--- config.mk ---
export PLATFORM = sky130hd
export DESIGN_NAME = reg_status_commit
export DESIGN_NICKNAME = d
export VERILOG_FILES = /design/src/rtl/reg_status_commit.sv
export SDC_FILE = /design/constraint.sdc
export NUM_CORES = 2
export LEC_CHECK = 0
export BUFFER_PORTS_ARGS = -buffer_cell sky130_fd_sc_hd__buf_2
export CORE_MARGIN = 2
export CORE_UTILIZATION = 64
export CTS_CLUSTER_SIZE = 14
export DETAILED_ROUTE_END_ITERATION = 8
export HOLD_SLACK_MARGIN = 0.03
export PLACE_DENSITY = 0.82
export SYNTH_ARGS = -nofsm -noshare
export SYNTH_HDL_FRONTEND = slang
export SYNTH_SLANG_ARGS = --single-unit
--- constraint.sdc ---
create_clock -name clk -period 10.05 [get_ports clk]
set_input_delay 2.01 -clock clk [delete_from_list [all_inputs] [get_ports clk]]
set_output_delay 2.01 -clock clk [all_outputs]
set_load 0.01 [all_outputs]
--- src/rtl/reg_status_commit.sv ---
// Architectural register file with per-register busy/tag rename status.
// Issue allocates a mapping; commit retires a value and releases a matching mapping.
module reg_status_commit #(
    parameter int NREG   = 32,
    parameter int REG_W  = 5,
    parameter int TAG_W  = 5,
    parameter int DATA_W = 32
) (
    input  logic              clk,
    input  logic              rst,
    input  logic              issue_valid,
    input  logic [REG_W-1:0]  issue_dest,
    input  logic [TAG_W-1:0]  issue_tag,
    input  logic              commit_valid,
    input  logic [REG_W-1:0]  commit_addr,
    input  logic [TAG_W-1:0]  commit_tag,
    input  logic [DATA_W-1:0] commit_val,
    input  logic              flush,
    input  logic [REG_W-1:0]  rs_addr,
    output logic [DATA_W-1:0] rs_val,
    output logic              rs_busy,
    output logic [TAG_W-1:0]  rs_tag,
    input  logic [REG_W-1:0]  rt_addr,
    output logic [DATA_W-1:0] rt_val,
    output logic              rt_busy,
    output logic [TAG_W-1:0]  rt_tag,
    output logic [REG_W:0]    busy_count
);

    typedef struct packed {
        logic              busy;
        logic [TAG_W-1:0]  tag;
        logic [DATA_W-1:0] val;
    } rd_t;

    logic [DATA_W-1:0] regfile [NREG];
    logic [TAG_W-1:0]  tags    [NREG];
    logic [NREG-1:0]   busy;
    logic [NREG-1:0]   busy_nxt;
    logic              commit_clr;
    logic              commit_wr;
    logic              issue_set;
    rd_t               rd_a;
    rd_t               rd_b;

    function automatic logic [REG_W:0] popcount(input logic [NREG-1:0] v);
        logic [REG_W:0] cnt;
        cnt = '0;
        for (int i = 0; i < NREG; i++) begin
            cnt = cnt + (REG_W+1)'(v[i]);
        end
        return cnt;
    endfunction

    // Commit releases only the mapping it created; a newer issue keeps the register busy.
    assign commit_wr  = commit_valid && (commit_addr != '0);
    assign commit_clr = commit_wr && busy[commit_addr] && (tags[commit_addr] == commit_tag);
    assign issue_set  = issue_valid && !flush && (issue_dest != '0);

    always_comb begin
        busy_nxt = busy;
        if (commit_clr) busy_nxt[commit_addr] = 1'b0;
        if (issue_set)  busy_nxt[issue_dest]  = 1'b1;
        if (flush)      busy_nxt              = '0;
        busy_nxt[0] = 1'b0;
    end

    always_ff @(posedge clk) begin
        if (rst) begin
            busy       <= '0;
            busy_count <= '0;
            for (int i = 0; i < NREG; i++) begin
                regfile[i] <= '0;
                tags[i]    <= '0;
            end
        end else begin
            busy       <= busy_nxt;
            busy_count <= popcount(busy_nxt);
            if (commit_wr) regfile[commit_addr] <= commit_val;
            if (issue_set) tags[issue_dest]     <= issue_tag;
        end
    end

    // Reads bypass a releasing commit but never see a same-cycle issue.
    function automatic rd_t read_port(input logic [REG_W-1:0] addr);
        rd_t r;
        r.busy = busy[addr];
        r.tag  = tags[addr];
        r.val  = regfile[addr];
        if (commit_clr && (addr == commit_addr)) begin
            r.busy = 1'b0;
            r.val  = commit_val;
        end
        return r;
    endfunction

    always_comb begin
        rd_a = read_port(rs_addr);
        rd_b = read_port(rt_addr);
    end

    assign rs_val  = rd_a.val;
    assign rs_busy = rd_a.busy;
    assign rs_tag  = rd_a.tag;
    assign rt_val  = rd_b.val;
    assign rt_busy = rd_b.busy;
    assign rt_tag  = rd_b.tag;

endmodule

==> flow_metrics.py <==
metrics = {
    "outcome": {
        "outcome": "finished, final reports clean",
    },
    "timing": {
        "finalCriticalPeriod_ns": 9.13,
        "tightest_slew_ns": 1.21,
        "period_share_pct": 90.9,
        "relSlewSlack_pct": 19.4,
        "fin_worst_skew_ns": 0.0285,
        "setup_tns_ns": 0,
        "grt_setup_unrepaired": "no",
        "hold_viol_final": 0,
        "slew_violations": 0,
        "max_freq_mhz": 110,
        "whs_ns": 0.587,
        "setup_viol": 0,
        "layout_setup_ws_ns": 0.920,
    },
    "grt": {
        "grt_usage_pct": 40.5,
        "grt_pass1_vias": 44100,
        "grt_max_degree": 94,
        "grt_first_pass_wirelength_um": 311000,
        "antenna_found_initial": 11,
        "overflow": 0,
    },
    "logic_synthesis": {
        "yosysSeqAreaShare_pct": 53.0,
        "synth.area.top_cells": "edfxtp_1, mux4_2, and2_1",
        "synthCells": 4331,
        "ys_ff_latch": 1221,
        "synth-xor-area-share_pct": 0.166,
        "synth_top_family_by_area": "multiplexers",
        "synth_flop_cell": "edfxtp_1",
        "synth_top_cell_area_share_pct": 51.9,
        "yosysTopAreaCell": "edfxtp_1",
        "synth_compound_area_share_pct": 1.88,
        "ys_async_sr_fraction_pct": 0,
        "synthMuxAreaShare_pct": 29.0,
        "synth-simple-area-share_pct": 12.4,
        "synth_fa_ha_area_share_pct": 0.800,
        "avgSynthCellArea_um2": 15.8,
        "synth_cell_types": 59,
        "synth_area_um2": 68500,
        "ys.warnings.count": 0,
        "synth_edf_count": 1184,
    },
    "die": {
        "chipHeight_um": 331,
        "die_area_um2": 110000,
        "std_cell_rows": 120,
        "coreArea_um2": 107000,
        "pin_count": 149,
        "initial_utilization_pct": 64.3,
        "die_w_um": 331,
    },
    "place": {
        "io_buffers": 148,
        "dp_hpwl_um": 127000,
        "gp_congestion": 0.981,
        "dp_cells": 5577,
        "place_ws_ns": 0.265,
    },
    "pwr": {
        "p_switching_mw": 3.04,
        "p_int_mw": 9.32,
        "p_seq_share_pct": 48.8,
        "p_leak_nw": 25.9,
        "power_density_nw_per_um2": 165,
        "share_comb_of_total_power_pct": 13.1,
        "p_sw_share_pct": 24.6,
        "vdd_drop_max_mv": 0.149,
        "clkPwrFrac_pct": 38.0,
    },
    "final_layout": {
        "drive_above_1_share_pct": 32.5,
        "num-fill-cells": 6621,
        "area_growth_pct": 9.69,
        "regArea_um2": 36300,
        "multi_input_area_um2": 31000,
        "nets": 4394,
        "final-instance-count-excl-fill": 5818,
    },
    "clock_tree": {
        "root_buffer": "clkbuf_16",
        "ctsHoldBuffers": 0,
        "numCtsBuffers": 121,
        "insertion_delay_ns": 0.75,
        "cts_tree": "yes",
        "cts.reportedPaths.clkPinSlew_ns": 0.07,
        "cts-htree-levels": 3,
        "cts_sinks": 1221,
        "cts_setup_buffers": 0,
        "cts-resized-gates": 0,
        "cts_max_path_buffers": 3,
    },
    "worst_setup_path": {
        "reg2regPathDepth": 22,
        "cp-end-kind": "flop",
        "critPathMostFrequentCell": "fa_1",
        "critical_path.max_stage_delay_ns": 0.63,
        "crit_arrival_ns": 9.74,
        "path_buf_inv": 5,
        "path_max_fanout": 24,
        "r2r_start": "tags[27][3]",
        "start_kind": "input pin",
        "crit_chain": "buf_4, buf_12, mux2i_1, o22ai_1, nor4_1, a21oi_1, or4_4, or4_1, buf_4, o31a_1, fa_1, inv_1, fa_1, fa_1, fa_1, fa_1, fa_1, fa_1, inv_1, fa_1, a21o_1, a21oi_1, xor2_1, nor2_1",
        "critical_path_class": "in2reg",
        "slowest_stage": "or4_4",
        "rrSetupSlack_ns": 2.31,
        "required_ns": 10.66,
        "critPathTopFamily": "adder cells",
        "timing.rr.end": "busy_count[4]",
    },
    "worst_hold_path": {
        "hold_depth": 2,
        "hold_class": "reg2reg",
        "whs_endpoint": "busy[20]",
        "min_from": "busy[20]",
    },
    "drt": {
        "drtIter0Drc": 8149,
        "antenna_left": 0,
        "wl_per_cell_um": 37.6,
        "wl_um": 219000,
        "firstDrtPassIters": 6,
        "vias": 44300,
        "drc": 0,
        "viasPerCell": 7.61,
    },
    "flow_run": {
        "cap_viol_max_count": 0,
    },
}
[cell type report]
cell class                 instances  share of cell area [%]
sequential                      1221                    48.3
clock inverter                    77                    1.14
multi-input combinational       2659                    41.3
tap                             1403                    2.34
inverter                          24                   0.123
clock buffer                     152                    4.27
timing repair buffer             270                    2.49
antenna                           12                  0.0400
[power by group through the flow]
stage	clock [mW]	combinational [mW]	sequential, mW
global route	4.88	1.67	6.05
finish	4.70	1.62	6.04
floorplan	0	1.08	6.05
CTS	4.70	1.60	6.02
detailed placement	0	1.59	6.12
global placement	0	1.57	6.10
[sequential cells by signal, indices dropped and copies added, names as in the netlist]
name        flops
busy           31
busy_count      6
regfile      1024
tags          160
[worst max path at each step]
| stage | from | to | slack [ns] | cells past startpoint |
|---|---|---|---|---|
| 4_1_cts | commit_addr[0] | busy_count[4] | 1.03 | 24 |
| 2_1_floorplan | commit_addr[0] | busy_count[4] | 1.10 | 26 |
| 6_report | commit_addr[0] | busy_count[4] | 0.92 | 24 |
| 3_5_place_dp | commit_addr[0] | busy_count[4] | 0.27 | 24 |
| 5_1_grt | commit_addr[0] | busy_count[4] | 0.68 | 23 |
| 3_3_place_gp | commit_addr[0] | busy_count[4] | 0.31 | 24 |
[worst reg2reg max path, cell delays in order, from the launching register on]
cell and delay (ns):
edfxtp_1 0.52, mux2i_1 0.26, o22ai_1 0.13, nor4_1 0.55, a21oi_1 0.16, or4_4 0.64, or4_1 0.54, buf_4 0.22
o31a_1 0.31, fa_1 0.48, inv_1 0.05, fa_1 0.53, fa_1 0.45, fa_1 0.56, fa_1 0.44, fa_1 0.53
fa_1 0.17, inv_1 0.06, fa_1 0.46, a21o_1 0.20, a21oi_1 0.16, xor2_1 0.15, nor2_1 0.05
[cell usage in the layout (no fill, tap or decap), types with 18 or more instances in the layout]
cell type  instances
nor2_4            31
and2_1          1113
conb_1            37
and3_1            42
o21ai_4           31
o22ai_1           40
o21ai_0           18
buf_4            116
fa_1              23
mux2_2            83
nand2_1           54
inv_1             23
mux4_2           765
clkbuf_16        124
buf_2            136
edfxtp_1        1184
dfxtp_1           37
clkinv_1          30
mux2i_1           80
clkbuf_1          28
mux2_4            58
nor2_1            60
[stage by stage]
stage / instance area (um2) / power, mW / utilization, %
floorplan: 68600 / 7.13 / -
global placement: 71000 / 7.66 / 66.6
detailed placement: 71000 / 7.71 / 66.6
CTS: 75100 / 12.3 / 70.5
global route: 75100 / 12.6 / 70.5
finish: 75100 / 12.4 / 70.5
[logic make-up (layout without fill, tap and decap cells)]
family / after synthesis / count (layout)
simple gates: 1403 / 1403
flops: 1221 / 1221
mux: 986 / 986
buf+inv: 487 / 523
compound gates: 190 / 190
fa+ha+maj: 30 / 30
xor+xnor: 13 / 13
other cells: 1 / 49
[per-layer routing]
layer  vias to the layer above  global-route usage, %  wire length (um)
li1                      16800                      -                 -
met1                     22300                   54.0             72800
met2                      4221                   61.5            101000
met3                       876                   11.6             32000
met4                         8                   20.6             13000
met5                         -                  0.174                51
[synthesized netlist by cell type (8+ instances only)]
| cell type | n |
|---|---|
| a22o_1 | 11 |
| a21o_1 | 16 |
| nor2b_1 | 9 |
| o311a_1 | 8 |
| nand2_1 | 54 |
| and2_1 | 1113 |
| inv_1 | 24 |
| buf_1 | 71 |
| nand2b_1 | 9 |
| a221oi_1 | 12 |
| dfxtp_1 | 37 |
| nor2_1 | 92 |
| o22ai_1 | 40 |
| buf_2 | 19 |
| buf_6 | 8 |
| edfxtp_1 | 1184 |
| fa_1 | 23 |
| clkbuf_1 | 365 |
| mux2_4 | 58 |
| nand3_1 | 15 |
| a21oi_1 | 15 |
| mux2i_1 | 80 |
| o21ai_0 | 49 |
| mux4_2 | 765 |
| mux2_2 | 83 |
| nor4_1 | 14 |
| and3_1 | 42 |
Power figures use the tool's default switching activity.
